## src/rtl/jtag_bridge_pkg.sv

```systemverilog
// jtag_bridge_pkg
//   Shared definitions for the JTAG shift bridge: FSM state encoding and the
//   bit offsets of the fields inside the user data register.
//   DR layout (LSB first): wr | ack | channel | payload | [parity]
package jtag_bridge_pkg;

   typedef enum logic [1:0] {
      ST_IDLE     = 2'd0,
      ST_SHIFT    = 2'd1,
      ST_WAIT_UPD = 2'd2
   } state_t;

   localparam int WR_BIT   = 0;
   localparam int ACK_BIT  = 1;
   localparam int CHAN_LSB = 2;

   function automatic int data_lsb(input int chan_bits);
      return CHAN_LSB + chan_bits;
   endfunction

   function automatic int dr_width(input int chan_bits, input int data_width, input int par_bits);
      return data_lsb(chan_bits) + data_width + par_bits;
   endfunction

endpackage

```

## src/rtl/jtag_sync_edge.sv

```systemverilog
// jtag_sync_edge
//   Brings one asynchronous JTAG control signal into the clk_i domain through
//   a SYNC_STAGES flop chain and flags its rising edge.
//   Ports:
//     clk_i, rst_i  system clock, async active-high reset
//     async_in      raw TAP signal
//     level         synchronised level
//     rise          one-cycle pulse on a synchronised 0->1 transition
module jtag_sync_edge #(
   parameter int SYNC_STAGES = 2
) (
   input  logic clk_i,
   input  logic rst_i,
   input  logic async_in,
   output logic level,
   output logic rise
);

   logic [SYNC_STAGES-1:0] pipe;
   logic                   prev;

   always_ff @(posedge clk_i or posedge rst_i) begin
      if (rst_i) begin
         pipe <= '0;
         prev <= 1'b0;
      end else begin
         pipe <= {pipe[SYNC_STAGES-2:0], async_in};
         prev <= pipe[SYNC_STAGES-1];
      end
   end

   assign level = pipe[SYNC_STAGES-1];
   assign rise  = level & ~prev;

endmodule

```

## src/rtl/jtag_shift_bridge.sv

```systemverilog
// jtag_shift_bridge
//   JTAG user-DR to core message bridge. Oversamples the chain TAP signals in
//   the clk_i domain, shifts a DR of wr/ack/channel/payload and exchanges one
//   word each way with the core over valid/ready.
//   Optional feature macro: JTAG_SHIFT_BRIDGE_PARITY_EN (MSB even-parity bit).
//   Ports:
//     clk_i, rst_i                 system clock, async active-high reset
//     jtag_tck/tdi/shift/update/reset  TAP outputs (async to clk_i)
//     jtag_tdo                     DR bit 0 back to the TAP
//     rx_valid/rx_ready/rx_chan/rx_data  host-to-core word
//     tx_valid/tx_ready/tx_chan/tx_data  core-to-host word
//     rx_overflow                  sticky: host wrote while rx word pending
//     parity_err                   sticky: frame failed parity (0 without macro)
//
//   state       | meaning
//   ST_IDLE     | waiting for shift to start; capture frame loaded on entry to SHIFT
//   ST_SHIFT    | shifting sr on every synced TCK rising edge
//   ST_WAIT_UPD | shift done; commit on update, or recapture on a new shift
module jtag_shift_bridge
   import jtag_bridge_pkg::*;
#(
   parameter int DATA_WIDTH  = 8,
   parameter int CHAN_BITS   = 2,
   parameter int SYNC_STAGES = 2
) (
   input  logic                  clk_i,
   input  logic                  rst_i,
   input  logic                  jtag_tck,
   input  logic                  jtag_tdi,
   input  logic                  jtag_shift,
   input  logic                  jtag_update,
   input  logic                  jtag_reset,
   output logic                  jtag_tdo,
   output logic                  rx_valid,
   input  logic                  rx_ready,
   output logic [CHAN_BITS-1:0]  rx_chan,
   output logic [DATA_WIDTH-1:0] rx_data,
   input  logic                  tx_valid,
   output logic                  tx_ready,
   input  logic [CHAN_BITS-1:0]  tx_chan,
   input  logic [DATA_WIDTH-1:0] tx_data,
   output logic                  rx_overflow,
   output logic                  parity_err
);

`ifdef JTAG_SHIFT_BRIDGE_PARITY_EN
   localparam int PAR_BITS = 1;
`else
   localparam int PAR_BITS = 0;
`endif
   localparam int DLSB = data_lsb(CHAN_BITS);
   localparam int W    = dr_width(CHAN_BITS, DATA_WIDTH, PAR_BITS);

   state_t                 state;
   logic [W-1:0]           sr;
   logic [W-1:0]           cap_frame;
   logic                   tx_full;
   logic [CHAN_BITS-1:0]   tx_chan_q;
   logic [DATA_WIDTH-1:0]  tx_data_q;

   logic tck_lvl, tck_rise, shift_lvl, shift_rise;
   logic upd_lvl, upd_rise, rst_lvl, rst_rise;
   logic [SYNC_STAGES-1:0] tdi_pipe;
   logic tdi_s;
   logic commit, frame_ok;
   logic unused_sync;

   jtag_sync_edge #(.SYNC_STAGES(SYNC_STAGES)) u_sync_tck (
      .clk_i(clk_i), .rst_i(rst_i), .async_in(jtag_tck), .level(tck_lvl), .rise(tck_rise));
   jtag_sync_edge #(.SYNC_STAGES(SYNC_STAGES)) u_sync_shift (
      .clk_i(clk_i), .rst_i(rst_i), .async_in(jtag_shift), .level(shift_lvl), .rise(shift_rise));
   jtag_sync_edge #(.SYNC_STAGES(SYNC_STAGES)) u_sync_update (
      .clk_i(clk_i), .rst_i(rst_i), .async_in(jtag_update), .level(upd_lvl), .rise(upd_rise));
   jtag_sync_edge #(.SYNC_STAGES(SYNC_STAGES)) u_sync_reset (
      .clk_i(clk_i), .rst_i(rst_i), .async_in(jtag_reset), .level(rst_lvl), .rise(rst_rise));

   assign unused_sync = &{1'b0, tck_lvl, upd_lvl, rst_rise};

   // Same depth as the tck path, so tdi_s is aligned with tck_rise.
   always_ff @(posedge clk_i or posedge rst_i) begin
      if (rst_i) tdi_pipe <= '0;
      else       tdi_pipe <= {tdi_pipe[SYNC_STAGES-2:0], jtag_tdi};
   end
   assign tdi_s = tdi_pipe[SYNC_STAGES-1];

   always_comb begin
      cap_frame          = '0;
      cap_frame[WR_BIT]  = rx_valid;
      cap_frame[ACK_BIT] = tx_full;
      if (tx_full) begin
         cap_frame[CHAN_LSB +: CHAN_BITS] = tx_chan_q;
         cap_frame[DLSB +: DATA_WIDTH]    = tx_data_q;
      end
`ifdef JTAG_SHIFT_BRIDGE_PARITY_EN
      cap_frame[W-1] = ^cap_frame[W-2:0];
`endif
   end

`ifdef JTAG_SHIFT_BRIDGE_PARITY_EN
   assign frame_ok = ~(^sr);
`else
   assign frame_ok = 1'b1;
`endif

   // A shift edge arriving together with update wins: recapture, no commit.
   assign commit   = (state == ST_WAIT_UPD) && upd_rise && !shift_rise && !rst_lvl;
   assign tx_ready = ~tx_full;
   assign jtag_tdo = sr[0];

`ifndef JTAG_SHIFT_BRIDGE_PARITY_EN
   assign parity_err = 1'b0;
`endif

   always_ff @(posedge clk_i or posedge rst_i) begin
      if (rst_i) begin
         state       <= ST_IDLE;
         sr          <= '0;
         rx_valid    <= 1'b0;
         rx_chan     <= '0;
         rx_data     <= '0;
         rx_overflow <= 1'b0;
         tx_full     <= 1'b0;
         tx_chan_q   <= '0;
         tx_data_q   <= '0;
`ifdef JTAG_SHIFT_BRIDGE_PARITY_EN
         parity_err  <= 1'b0;
`endif
      end else begin
         if (rx_valid && rx_ready) rx_valid <= 1'b0;

         if (commit && frame_ok) begin
            if (sr[WR_BIT]) begin
               if (rx_valid) begin
                  rx_overflow <= 1'b1;
               end else begin
                  rx_valid <= 1'b1;
                  rx_chan  <= sr[CHAN_LSB +: CHAN_BITS];
                  rx_data  <= sr[DLSB +: DATA_WIDTH];
               end
            end
            if (sr[ACK_BIT]) tx_full <= 1'b0;
         end
`ifdef JTAG_SHIFT_BRIDGE_PARITY_EN
         if (commit && !frame_ok) parity_err <= 1'b1;
`endif

         // Placed after the ack so a load into an empty register is never lost.
         if (tx_valid && !tx_full) begin
            tx_full   <= 1'b1;
            tx_chan_q <= tx_chan;
            tx_data_q <= tx_data;
         end

         if (rst_lvl) begin
            state <= ST_IDLE;
            sr    <= '0;
         end else begin
            case (state)
               ST_IDLE: begin
                  if (shift_rise) begin
                     sr    <= cap_frame;
                     state <= ST_SHIFT;
                  end
               end
               ST_SHIFT: begin
                  if (tck_rise)   sr    <= {tdi_s, sr[W-1:1]};
                  if (!shift_lvl) state <= ST_WAIT_UPD;
               end
               ST_WAIT_UPD: begin
                  if (shift_rise) begin
                     sr    <= cap_frame;
                     state <= ST_SHIFT;
                  end else if (upd_rise) begin
                     state <= ST_IDLE;
                  end
               end
               default: state <= ST_IDLE;
            endcase
         end
      end
   end

endmodule

```

## config.mk

```make
export PLATFORM = sky130hd
export DESIGN_NAME = jtag_shift_bridge
export DESIGN_NICKNAME = d
export VERILOG_FILES = /design/src/rtl/jtag_bridge_pkg.sv /design/src/rtl/jtag_sync_edge.sv /design/src/rtl/jtag_shift_bridge.sv
export SDC_FILE = /design/constraint.sdc
export NUM_CORES = 1
export LEC_CHECK = 0
export CAP_MARGIN = 20
export CORE_ASPECT_RATIO = 1.2
export CORE_MARGIN = 2
export CORE_UTILIZATION = 39
export DETAILED_ROUTE_END_ITERATION = 8
export DONT_BUFFER_PORTS = 1
export GPL_TIMING_DRIVEN = 0
export PLACE_DENSITY_LB_ADDON = 0.15
export SLEW_MARGIN = 5
export SYNTH_ARGS = -nofsm -noshare
export SYNTH_HDL_FRONTEND = slang
export SYNTH_SLANG_ARGS = --single-unit
```

## constraint.sdc

```tcl
create_clock -name clk_i -period 1.8 [get_ports clk_i]
set_input_delay 0.09 -clock clk_i [delete_from_list [all_inputs] [get_ports clk_i]]
set_output_delay 0.09 -clock clk_i [all_outputs]
set_load 0.1 [all_outputs]
```

==> reports/summary.md, run 1 <==
The flow ran to the end, but the final reports show violations. The final reports fail on negative setup slack. The antenna cell count was 0.

The post-synthesis compound-gate area fraction was 0.0490; the endpoint arrival time on the critical path was 1.99 ns. Excluding fillers, the count of instances in the completed layout stands at 240. The share of synthesized registers carrying an async set or reset is 1.00, and the post-layout total power is 2.46 mW.

The die is 84.3 microns tall. Max-cap violations in this run came to 0. Counting I/O delays and the setup requirement, the final critical path takes 1.82 ns. The fraction of layout cells with a size suffix above 1 was 0.287; the starting density of the core was 0.401. The die covers 5980 sq um.

The post-synthesis simple-gate area fraction is 0.110, and the relative max-transition margin is 0.397. Adding up every negative setup slack in the final design gives -0.0632 ns. Counting every net in the synthesized netlist gives 170.

The DRC violation count after routing was 0; the initial antenna violation count was 0. The launching point of the worst reg2reg path is sr[0]$_DFFE_PP0P_. Counting buffers and inverters, the worst setup path is 4 cells deep. The final standard cell utilization of the core was 0.488; the detailed-route vias per instance was 5.00. The tools report the number of rows in the core area as 29.

The total I/O pin count is 34. The cell with the largest stage delay on the worst path was sky130_fd_sc_hd__dfrtp_4. In this run the remaining antenna-violating nets after routing total 0. The average cell area after synthesis is 13.9 sq um.

The placement-stage worst setup slack came out at -0.174 ns. The static leakage is 1.18 nW, and the flip-flop and latch count after synthesis is 50. The placed cell count came out at 214. Counting distinct cell types in the post-synthesis netlist gives 30.

The count of input and output buffers was 0; the starting DRC count in detailed routing was 39. The critical-path maximum fanout was 10; the number of filler cells placed in the layout was 494. By area, the combinational part of the netlist is dominated by multiplexers. The clock reaches the later pin of the worst-skew pair after 0.30 ns. Among cell families on the critical path, the largest total delay comes from flip-flops.

Synthesis produced 151 cells. The share of the yosys chip area belonging to registers is 0.597. The critical path is of the reg2reg type. The fmax is 549 MHz, and the count of nets after finishing is 196.

The maximum VDD drop came out at 532 uV. Warning count from the yosys run: 0. STA classifies the critical path startpoint as a register.

The tools report the clock tree root driver cell as sky130_fd_sc_hd__clkbuf_8. The mapped netlist covers 2090 sq um. For the pin with the worst max-slew slack, the measured transition is 0.904 ns. The via count of the first global-routing pass came out at 1351. Among all flip-flop cells after synthesis, the most frequent one is sky130_fd_sc_hd__dfrtp_1. Setup repair after global routing could not meet its margin everywhere.

Dividing the detail-routed wire length by the instance count gives 15.5 microns. The congestion estimate from routability-driven global placement came to 0.772. Relative to the synthesized area, the layout overhead comes to 21.6%.

Sink count of the clock tree: 50. The floorplan step defined a core boundary enclosing 5230 sq um. Traced cell by cell, the critical path runs through nand4b_1, nor4b_4, buf_6, mux2_1.

TritonCTS built the clock tree. The tools report the count of pins over their slew limit as 0. The global routing usage summed across all routing layers was 0.139; the total CTS buffers was 5. On the worst path, the slowest cell contributes a delay of 0.64 ns.

Entering global routing, the biggest net connects 32 pins. The tools report the worst setup slack after layout as -0.0199 ns. On the final layout, the worst clock skew is 0.0173 ns. In this run the deepest clock path goes through 2 buffers.

For the number of detailed-routing iterations run before antenna repair, the log shows 4. The adder and majority gate portion of the synthesized area came out at 0. For the worst setup path, the data required time is 1.97 ns. The fraction of synthesized cell area in xor and xnor cells came out at 0. Measured in cells, the most critical reg-to-reg path has a length of 4.

The clock transition at the registers of the reported paths was 0.10 ns. The final number of setup-violating endpoints was 6. Tracing the worst setup path back leads to its startpoint at sr[0]$_DFFE_PP0P_. The run gives 0 as the hold violation total from the final report.

The clock tree synthesis step divided the H-tree into 2 levels. Summed over all layers, the routed wires come to 3710 microns. The period utilization is 1.01. Nature of the critical path endpoint: a register. The die is 70.9 microns wide.

Yosys mapped a number of flops with a built-in enable equal to 0. In this run the power density over the cells is 965 nW/um^2. Across all layers, the routed design uses 1200 vias. The first global-routing pass estimated 6420 microns of wire. The wire-length estimate of the detail-placed layout is 2750 microns.

For the total overflow reported by the global router, the log shows 0. The class of the most critical hold timing path was in2async. The share of cell area taken by muxes after synthesis is 0.205. The number of buffers and inverters on the critical path works out to 1.
per-layer routing:
metal,vias up,wire length (microns),track usage
met5,-,0,0
met4,0,24,0.0515
met3,2,138,0.0420
met2,18,2030,0.246
met1,608,1520,0.157
li1,572,-,-
cells in the mapped netlist (all sizes together) (2+ instances only):
cell | n | area share
a21oi | 11 | 0.026
buf | 8 | 0.028
clkbuf | 2 | 0.0036
dfrtp | 50 | 0.60
inv | 3 | 0.0054
mux2 | 33 | 0.20
mux2i | 2 | 0.0096
nand2 | 11 | 0.020
nand3b | 10 | 0.036
nor2 | 5 | 0.010
nor2b | 3 | 0.0090
power by group:
group | switching [mW] | leakage [nW] | internal, mW
Sequential | 0.0600 | 0.634 | 1.20
Combinational | 0.109 | 0.476 | 0.144
Clock | 0.354 | 0.0714 | 0.592
Total | 0.523 | 1.18 | 1.94
area by class of cell:
cell class / count / area (sq um) / area share
Buffer: 9 / 66.3 / 0.0260
Sequential cell: 50 / 1260 / 0.493
Multi-Input combinational cell: 88 / 782 / 0.307
Inverter: 3 / 15.0 / 0.00589
Timing Repair Buffer: 20 / 208 / 0.0815
Tap cell: 62 / 77.6 / 0.0305
Clock inverter: 2 / 60.1 / 0.0236
Clock buffer: 6 / 82.6 / 0.0324
state kept, by name, indices dropped and copies added, names as in the netlist:
signal / cells
u_sync_tck.pipe: 2
tx_full: 1
u_sync_update.prev: 1
tx_data_q: 8
u_sync_reset.pipe: 2
state: 2
rx_chan: 2
rx_valid: 1
u_sync_shift.prev: 1
rx_overflow: 1
sr: 12
u_sync_update.pipe: 2
u_sync_tck.prev: 1
u_sync_shift.pipe: 2
tdi_pipe: 2
rx_data: 8
tx_chan_q: 2
cells by family (layout without fill, tap and decap cells):
kind of cell           after synthesis  after routing
DFF                                 50             50
and+or+nand+nor                     37             37
muxes                               35             35
AOI/OAI and AO/OA                   15             15
buffers and inverters               13             40
other                                1              1
stage by stage:
stage	instance area, sq um	hold WS [ns]
6_report	2550	0.237
5_1_grt	2550	0.287
4_1_cts	2540	0.249
3_5_place_dp	2190	0.00301
3_3_place_gp	2170	0.121
2_1_floorplan	2100	0.121
cells in the final DEF, fill, tap and decap left out, drive strengths merged, types with 2 or more instances in the layout:
cell and instances:
inv 2, bufinv 2, buf 10, nor2 5, dlygate4sd3 18, nand2 11
nand3b 10, a21oi 11, nor2b 3, clkbuf 7, dfrtp 50, mux2 33
mux2i 2
path summary, 6_finish.rpt:
kind,end,slack [ns]
min reg2reg,tdi_pipe[1]$_DFF_PP0_,0.36
max in group asynchronous,rx_valid$_DFF_PP0_,1.02
max,rx_data[6]$_DFFE_PP0P_,-0.02
max reg2reg,rx_data[6]$_DFFE_PP0P_,-0.02
min in group clk_i,u_sync_reset.pipe[0]$_DFF_PP0_,0.34
min,tx_chan_q[0]$_DFFE_PP0P_,0.24
what timing repair did:
action,in CTS,in global routing
hold buffers,18,0
gates resized for setup,3,3
pin swaps,0,0
endpoints found under the setup margin,9,11
endpoints found under the hold margin,36,0
setup buffers,1,0
Note: power is estimated with default switching activity, not from simulation.
==> run 2, diff against run 1 <==
--- a/config.mk
+++ b/config.mk
@@ -8,7 +8,7 @@
 export CAP_MARGIN = 20
 export CORE_ASPECT_RATIO = 1.2
 export CORE_MARGIN = 2
-export CORE_UTILIZATION = 39
+export CORE_UTILIZATION = 40
 export DETAILED_ROUTE_END_ITERATION = 8
 export DONT_BUFFER_PORTS = 1
 export GPL_TIMING_DRIVEN = 0
==> reports/summary.md, run 2 (synthesized netlist as in run 1, its figures left out) <==
Latest clock arrival within the worst-skew pair: 0.29 ns (about the same). The run gives 1.98 ns (about the same) as the required time at the endpoint of the critical path. More flip-flops sit in one register than any other, and that register is sr. For the remaining number of nets flagged by the antenna check after routing, the log shows 0 (unchanged). For the count of nets after finishing, the log shows 198 (+1.0%).

In the final layout, the registers with the most flip-flops are sr: 12 flops, rx_data: 8 flops, tx_data_q: 8 flops. The switching part of the total power is 0.234 (+0.0212), and the starting density of the core is 0.421 (+0.0202). The combinational share of power is 0.115 (+0.012), and the area of the core region is 4970 sq um (-4.8%).

The global routing usage summed across all routing layers was 0.132 (-0.00722); the last weighted congestion value of the routability-driven placer was 0.818 (+6.0%). The tools report the number of detailed-routing iterations run before antenna repair as 4 (unchanged). The placement-stage cell area was 2190 sq um (-0.11%). The worst setup path is launched from a register. The count of H-tree levels built during CTS is 2 (unchanged), and the placed wire-length estimate after detailed placement is 2610 microns (-5.3%). The initial antenna violation count is 0 (unchanged). The library cell used most frequently in the layout, excluding fill and tap cells, is sky130_fd_sc_hd__dfrtp_1.

For the hold violation total from the final report, the log shows 0 (unchanged). The flip-flop count of the largest register after layout was 12 (unchanged). For the maximum VDD drop, the log shows 538 uV (+1.3%). The run finished with clean final reports. Sink count of the clock tree: 50 (unchanged). The tools report the post-layout instance area as 2510 sq um (-1.4%). The max-capacitance violation count was 0 (unchanged). The tools report the total CTS buffers as 5 (unchanged). First-pass GRT wire length: 6000 microns (-6.5%). CTS placed an instance of sky130_fd_sc_hd__clkbuf_8 at the clock tree root. The run gives 0 (unchanged) as the DRC violation count after routing. The setup path with the least slack is of type reg2reg.

The largest incremental delay on the critical path came out at 0.64 ns (about the same). The slew of the pin with the lowest slew margin was 0.909 ns (+0.00459 ns). The tools report the launching point of the worst reg2reg path as sr[0]$_DFFE_PP0P_.

In this run the worst setup path begins at sr[0]$_DFFE_PP0P_. The clock network fraction of total power is 0.300 (-0.085). The top cell types in the final layout, fill and taps aside, are 48 x sky130_fd_sc_hd__dfrtp_1, 18 x sky130_fd_sc_hd__dlygate4sd3_1, 14 x sky130_fd_sc_hd__mux2_4, 14 x sky130_fd_sc_hd__mux2_2. The count of input and output buffers is 0 (unchanged). The signal on the critical path passes through nand4b_1, nor4b_4, buf_4, mux2_1. The maximum count of clock buffers along a single path was 2 (unchanged). The endpoint arrival time on the critical path was 1.98 ns (about the same). The tools report the fmax as 556 MHz (+1.2%). The detailed-route vias per instance is 5.06 (+1.3%). The worst hold path belongs to the class in2async. The clock transition at the registers of the reported paths was 0.08 ns (-0.02 ns); the net switching power of the design was 505 uW (-3.4%). TritonCTS built the clock tree.

The total overflow reported by the global router was 0 (unchanged); the fraction of layout cells with a size suffix above 1 was 0.306 (+0.0190). Number of filler cells placed in the layout: 462 (-6.5%). Clock skew: 0.00370 ns (-0.0136 ns). The antenna cell count came out at 0 (unchanged). The via count is 1215 (+1.3%), and the areal power density over the cells is 859 nW/um^2 (-11%).

The minimum period implied by the final worst setup slack is 1.80 ns (-0.0210 ns), and the setup slack of the worst register-to-register path is 0.001 ns (+0.02 ns). The length in cells of the worst reg-to-reg path was 4 (unchanged); the starting DRC count in detailed routing was 25 (-36%). The detail-routed net length per standard cell was 15.1 microns (-2.5%).

The post-layout total power was 2.16 mW (-12%). The final number of setup-violating endpoints is 0 (-6), and the height of the die is 83.3 microns (-1.2%). The relative max-transition margin was 0.394 (-0.00306); the width of the chip was 70.1 microns (-1.2%). The final standard cell utilization of the core is 0.505 (+0.0175), and the critical-path maximum fanout is 5 (-5). The tools report the worst reg2reg path endpoint as rx_data[0]$_DFFE_PP0P_. Compared with the post-synthesis result, the final layout area differs by 20.0%.

The via count of the first global-routing pass is 1217 (-9.9%), and the cell internal power dissipation is 1.65 mW (-15%). The pin count of the biggest net entering global routing is 38 (+19%), and the sum of routed wire length over all layers is 3620 microns (-2.5%). The tools report the total I/O pin count as 34 (unchanged). On the critical path, the stage with the largest delay is an instance of sky130_fd_sc_hd__dfrtp_4.

Following the worst setup path forward leads to its endpoint at rx_data[0]$_DFFE_PP0P_. The period utilization works out to 0.999 (-0.0116). The number of rows in the core area was 28 (-3.4%). The die footprint was 5830 sq um (-2.4%).

The count of pins over their slew limit came out at 0 (unchanged). The worst setup path is captured at a register. The static leakage came out at 1.17 nW (-1.3%). The fraction of power consumed by sequential logic came out at 0.585 (+0.073).

The tools report the accumulated negative setup slack as 0 ns (+0.0632 ns). Setup repair after global routing could not meet its margin everywhere.
-- run 2: cell count changes in the layout (fill, tap and decap cells not counted) --
| cell | before | now |
|---|---|---|
| sky130_fd_sc_hd__bufinv_16 | 2 | 0 |
| sky130_fd_sc_hd__mux2_1 | 8 | 5 |
| sky130_fd_sc_hd__clkbuf_1 | 1 | 2 |
| sky130_fd_sc_hd__buf_4 | 2 | 5 |
| sky130_fd_sc_hd__mux2_2 | 13 | 14 |
| sky130_fd_sc_hd__buf_6 | 1 | 0 |
| sky130_fd_sc_hd__clkinv_2 | 0 | 1 |
| sky130_fd_sc_hd__mux2_4 | 12 | 14 |
-- run 2: repair_timing --
item,in CTS,in global routing
setup buffers,0,2
hold endpoints to repair,67,0
endpoints found under the setup margin,9,10
gates resized for setup,1,8
cloned,0,1
hold buffers,18,0
-- run 2: cell type report --
| type | count | area (sq um) | area share |
|---|---|---|---|
| Clock buffer | 7 | 86.3 | 0.0344 |
| Clock inverter | 1 | 5.00 | 0.00199 |
| Sequential cell | 50 | 1260 | 0.500 |
| Buffer | 9 | 62.6 | 0.0249 |
| Inverter | 3 | 15.0 | 0.00598 |
| Tap cell | 60 | 75.1 | 0.0299 |
| Multi-Input combinational cell | 88 | 790 | 0.314 |
| Timing Repair Buffer | 22 | 223 | 0.0886 |
-- run 2: how the worst min path moves through the flow --
stage	start	endpoint	slack, ns	depth (start not counted)
finish	rst_i	tx_chan_q[0]$_DFFE_PP0P_	0.19	2
floorplan	jtag_tdi	tdi_pipe[0]$_DFF_PP0_	0.12	0
global placement	jtag_tck	u_sync_tck.pipe[0]$_DFF_PP0_	0.12	0
global route	rst_i	sr[4]$_DFFE_PP0P_	0.21	2
CTS	rst_i	tx_chan_q[1]$_DFFE_PP0P_	0.19	2
detailed placement	rst_i	tx_chan_q[0]$_DFFE_PP0P_	-0.06	1
-- run 2: metrics by stage --
step | instances | hold WS [ns] | worst slack, ns
floorplan | 151 | 0.121 | 0.0318
global placement | 211 | 0.121 | -0.132
detailed placement | 212 | -0.0565 | -0.119
global route | 240 | 0.213 | -0.0522
finish | 240 | 0.190 | 0.00106
CTS | 238 | 0.193 | -0.0394
-- run 2: worst max-delay path, delay by kind of cell, from the launching register on --
kind / cells / cell delay [ns]
muxes: 1 / 0.33
DFF: 1 / 0.64
buffers and inverters: 1 / 0.21
and+or+nand+nor: 2 / 0.49
-- run 2: routing by layer --
metal | routed length [microns] | track usage
met3 | 162 | 0.0400
met1 | 1650 | 0.173
met5 | 0 | 0
met2 | 1750 | 0.207
met4 | 55 | 0.0472
-- run 2: power groups by stage --
stage	Clock (mW)	Sequential (mW)	Combinational [mW]
2_1_floorplan	0	1.26	0.187
3_3_place_gp	0	1.28	0.208
3_5_place_dp	0	1.29	0.219
4_1_cts	0.670	1.26	0.251
5_1_grt	0.717	1.28	0.272
6_report	0.647	1.26	0.249
==> run 3, diff against run 2 <==
--- a/config.mk
+++ b/config.mk
@@ -8,7 +8,8 @@
 export CAP_MARGIN = 20
 export CORE_ASPECT_RATIO = 1.2
 export CORE_MARGIN = 2
-export CORE_UTILIZATION = 40
+export CORE_UTILIZATION = 43
+export CTS_BUF_LIST = sky130_fd_sc_hd__clkbuf_8 sky130_fd_sc_hd__clkbuf_16
 export DETAILED_ROUTE_END_ITERATION = 8
 export DONT_BUFFER_PORTS = 1
 export GPL_TIMING_DRIVEN = 0
==> reports/summary.md, run 3 (synthesized netlist as in run 1, its figures left out) <==
The run finished, with violations left. The checks that failed: negative setup slack. The area of the core region is 4630 sq um (-7.0%), and the endpoint arrival time on the critical path is 2.01 ns (+0.03 ns).

STA classifies the critical path startpoint as a register. The run gives 0 (unchanged) as the antenna cell count. The largest incremental delay on the critical path is 0.64 ns (about the same).

The capturing instance or port of the critical path is rx_data[0]$_DFFE_PP0P_. For this design, the slowest cell found on the critical path is sky130_fd_sc_hd__dfrtp_4. The maximum count of clock buffers along a single path was 2 (unchanged); the count of nets after finishing was 198 (unchanged).

Nature of the critical path endpoint: a register. The detailed-route vias per instance was 5.33 (+5.3%). The logs give 0 (unchanged) for the max-capacitance violation count and 0 (unchanged) for the hold violation total from the final report.

For the met2 layer wire length in the routed design, the log shows 1860 microns (+6.7%). The count of input and output buffers was 0 (unchanged). The root buffer cell chosen for the clock tree is sky130_fd_sc_hd__clkbuf_8. The highest routing layer actually used is met4. The library cells used most frequently in the layout, excluding fill and tap cells, are 48 x sky130_fd_sc_hd__dfrtp_1, 20 x sky130_fd_sc_hd__mux2_4, 18 x sky130_fd_sc_hd__dlygate4sd3_1, 13 x sky130_fd_sc_hd__mux2_2.

Count of H-tree levels built during CTS: 2 (unchanged). The tools report the sink count of the clock tree as 50 (unchanged). The relative max-transition margin came out at 0.389 (-0.00521). Required time at the endpoint of the critical path: 1.98 ns (about the same).

The endpoint identified for the worst register-to-register timing path is rx_data[0]$_DFFE_PP0P_. From synthesis to final layout, the design area changed by 20.8%. Length in cells of the worst reg-to-reg path: 4 (unchanged). The placed wire-length estimate after detailed placement came out at 2670 microns (+2.3%).

The areal power density over the cells came out at 852 nW/um^2 (-0.84%). Latest clock arrival within the worst-skew pair: 0.31 ns (+0.02 ns). Setup repair after global routing could not meet its margin everywhere. The sum of routed wire length over all layers is 3850 microns (+6.5%). The initial antenna violation count is 0 (unchanged), and the count of cell instances traversed by the critical path is 4 (unchanged).

The setup slack of the worst register-to-register path was -0.03 ns (-0.03 ns). Among cell families on the critical path, the largest total delay comes from flip-flops. The detail-routed net length per standard cell is 16.3 microns (+7.9%). The placement-stage cell area is 2190 sq um (-0.11%), and the starting DRC count in detailed routing is 48 (+92%). The fmax was 547 MHz (-1.5%); the total CTS buffers was 5 (unchanged).

The number of buffers and inverters on the critical path came out at 1 (unchanged). The die footprint was 5450 sq um (-6.6%). First-pass GRT wire length: 6270 microns (+4.5%). The final number of setup-violating endpoints was 4 (+4); the post-layout total power was 2.16 mW (about the same).

The minimum period implied by the final worst setup slack is 1.83 ns (+0.0279 ns). For the global routing usage summed across all routing layers, the log shows 0.160 (+0.0275). The tools report the clock skew as 0.0172 ns (+0.0135 ns).

The library cell used most frequently in the layout, excluding fill and tap cells, is sky130_fd_sc_hd__dfrtp_1. The height of the die is 80.5 microns (-3.4%). The period utilization was 1.01 (+0.0155); the fraction of layout cells with a size suffix above 1 was 0.330 (+0.0241). The run gives 451 uV (-16%) as the maximum VDD drop. The critical-path maximum fanout came out at 5 (unchanged). Total met3 wirelength after detailed routing: 209 microns (+29%). The via count of the first global-routing pass was 1255 (+3.1%). The starting density of the core is 0.453 (+0.0315). The count of pins over their slew limit came out at 0 (unchanged). The launching point of the worst reg2reg path was sr[0]$_DFFE_PP0P_. More flip-flops sit in one register than any other, and that register is sr. For the pin count of the biggest net entering global routing, the log shows 40 (+5.3%).

The logs give 1263 (+4.0%) for the via count and -0.0268 ns (-0.0279 ns) for the worst setup slack after layout. TritonCTS built the clock tree. The met1 layer wirelength in the final routing was 1720 microns (+4.3%).

The clock transition at the registers of the reported paths was 0.10 ns (+0.02 ns); the number of detailed-routing iterations run before antenna repair was 4 (unchanged). The run gives 0 (unchanged) as the remaining number of nets flagged by the antenna check after routing. The number of rows in the core area was 27 (-3.6%). Slew of the pin with the lowest slew margin: 0.917 ns (+0.00782 ns). The flip-flop count of the largest register after layout was 12 (unchanged).

In this run the worst hold path is classified as in2async. The static leakage was 1.17 nW (about the same). The signal on the critical path passes through nand4b_1, nor4b_4, buf_4, mux2_4. Total I/O pin count: 34 (unchanged). The width of the chip works out to 67.7 microns (-3.3%). The largest registers in the layout are sr: 12 flops, rx_data: 8 flops, tx_data_q: 8 flops. Critical path launch point: sr[0]$_DFFE_PP0P_. The logs give 0 (unchanged) for the total overflow reported by the global router and 0 (unchanged) for the DRC violation count after routing. The post-layout instance area is 2530 sq um (+0.75%), and the last weighted congestion value of the routability-driven placer is 0.820 (+0.18%). The worst setup path is of the reg2reg kind.
run 3: cell types whose count changed in the layout (fill, tap and decap cells not counted):
cell                       previous run  this run
sky130_fd_sc_hd__buf_4                5         4
sky130_fd_sc_hd__inv_1                1         2
sky130_fd_sc_hd__mux2_1               5         0
sky130_fd_sc_hd__buf_6                0         1
sky130_fd_sc_hd__mux2_4              14        20
sky130_fd_sc_hd__mux2_2              14        13
sky130_fd_sc_hd__clkinv_2             1         0
sky130_fd_sc_hd__clkbuf_1             2         1
run 3: cell type report:
type | instances | area (sq um)
flip-flops and latches | 50 | 1260
clock buffers | 6 | 82.6
multi-input cells | 88 | 812
repair buffers | 22 | 223
plain buffers | 9 | 66.3
well taps | 58 | 72.6
inverters | 3 | 15.0
clock inverters | 1 | 3.75
fillers | 388 | 2100
run 3: worst min-delay path by stage:
stage | slack (ns) | start | end | depth (start not counted)
after detailed placement | -0.07 | rst_i | tx_chan_q[0]$_DFFE_PP0P_ | 1
final | 0.19 | rst_i | sr[4]$_DFFE_PP0P_ | 2
after global routing | 0.20 | rst_i | tx_chan_q[0]$_DFFE_PP0P_ | 2
after floorplan | 0.12 | jtag_tdi | tdi_pipe[0]$_DFF_PP0_ | 0
after CTS | 0.18 | rst_i | tx_chan_q[0]$_DFFE_PP0P_ | 2
after global placement | 0.12 | jtag_reset | u_sync_reset.pipe[0]$_DFF_PP0_ | 0
run 3: layer usage:
layer,global-route usage,vias up
met3,0.0518,7
met5,0,-
met4,0.0490,0
li1,-,578
met1,0.212,635
met2,0.246,43
run 3: what timing repair did:
| action | in CTS | in global routing |
|---|---|---|
| endpoints found under the hold margin | 67 | 0 |
| cloned | 1 | 0 |
| resized for setup | 8 | 8 |
| setup endpoints to repair | 9 | 11 |
| buffers inserted | 2 | 0 |
| hold buffers | 18 | 0 |
run 3: power by group:
group | internal (mW) | total, mW | leakage [nW] | switching, mW
combinational | 0.145 | 0.249 | 0.484 | 0.104
clock | 0.300 | 0.641 | 0.0485 | 0.342
sequential | 1.20 | 1.27 | 0.634 | 0.0665
total | 1.64 | 2.16 | 1.17 | 0.513
run 3: per-stage QoR:
step,setup TNS [ns],setup WS [ns],cells,utilization,hold WS (ns)
finish,-0.0712,-0.0268,237,0.547,0.186
CTS,-0.232,-0.0436,238,0.541,0.184
detailed placement,-0.992,-0.123,210,0.473,-0.0681
global route,-0.779,-0.114,237,0.547,0.201
global placement,-1.00,-0.0935,209,0.469,0.121
floorplan,0,0.0318,151,-,0.121
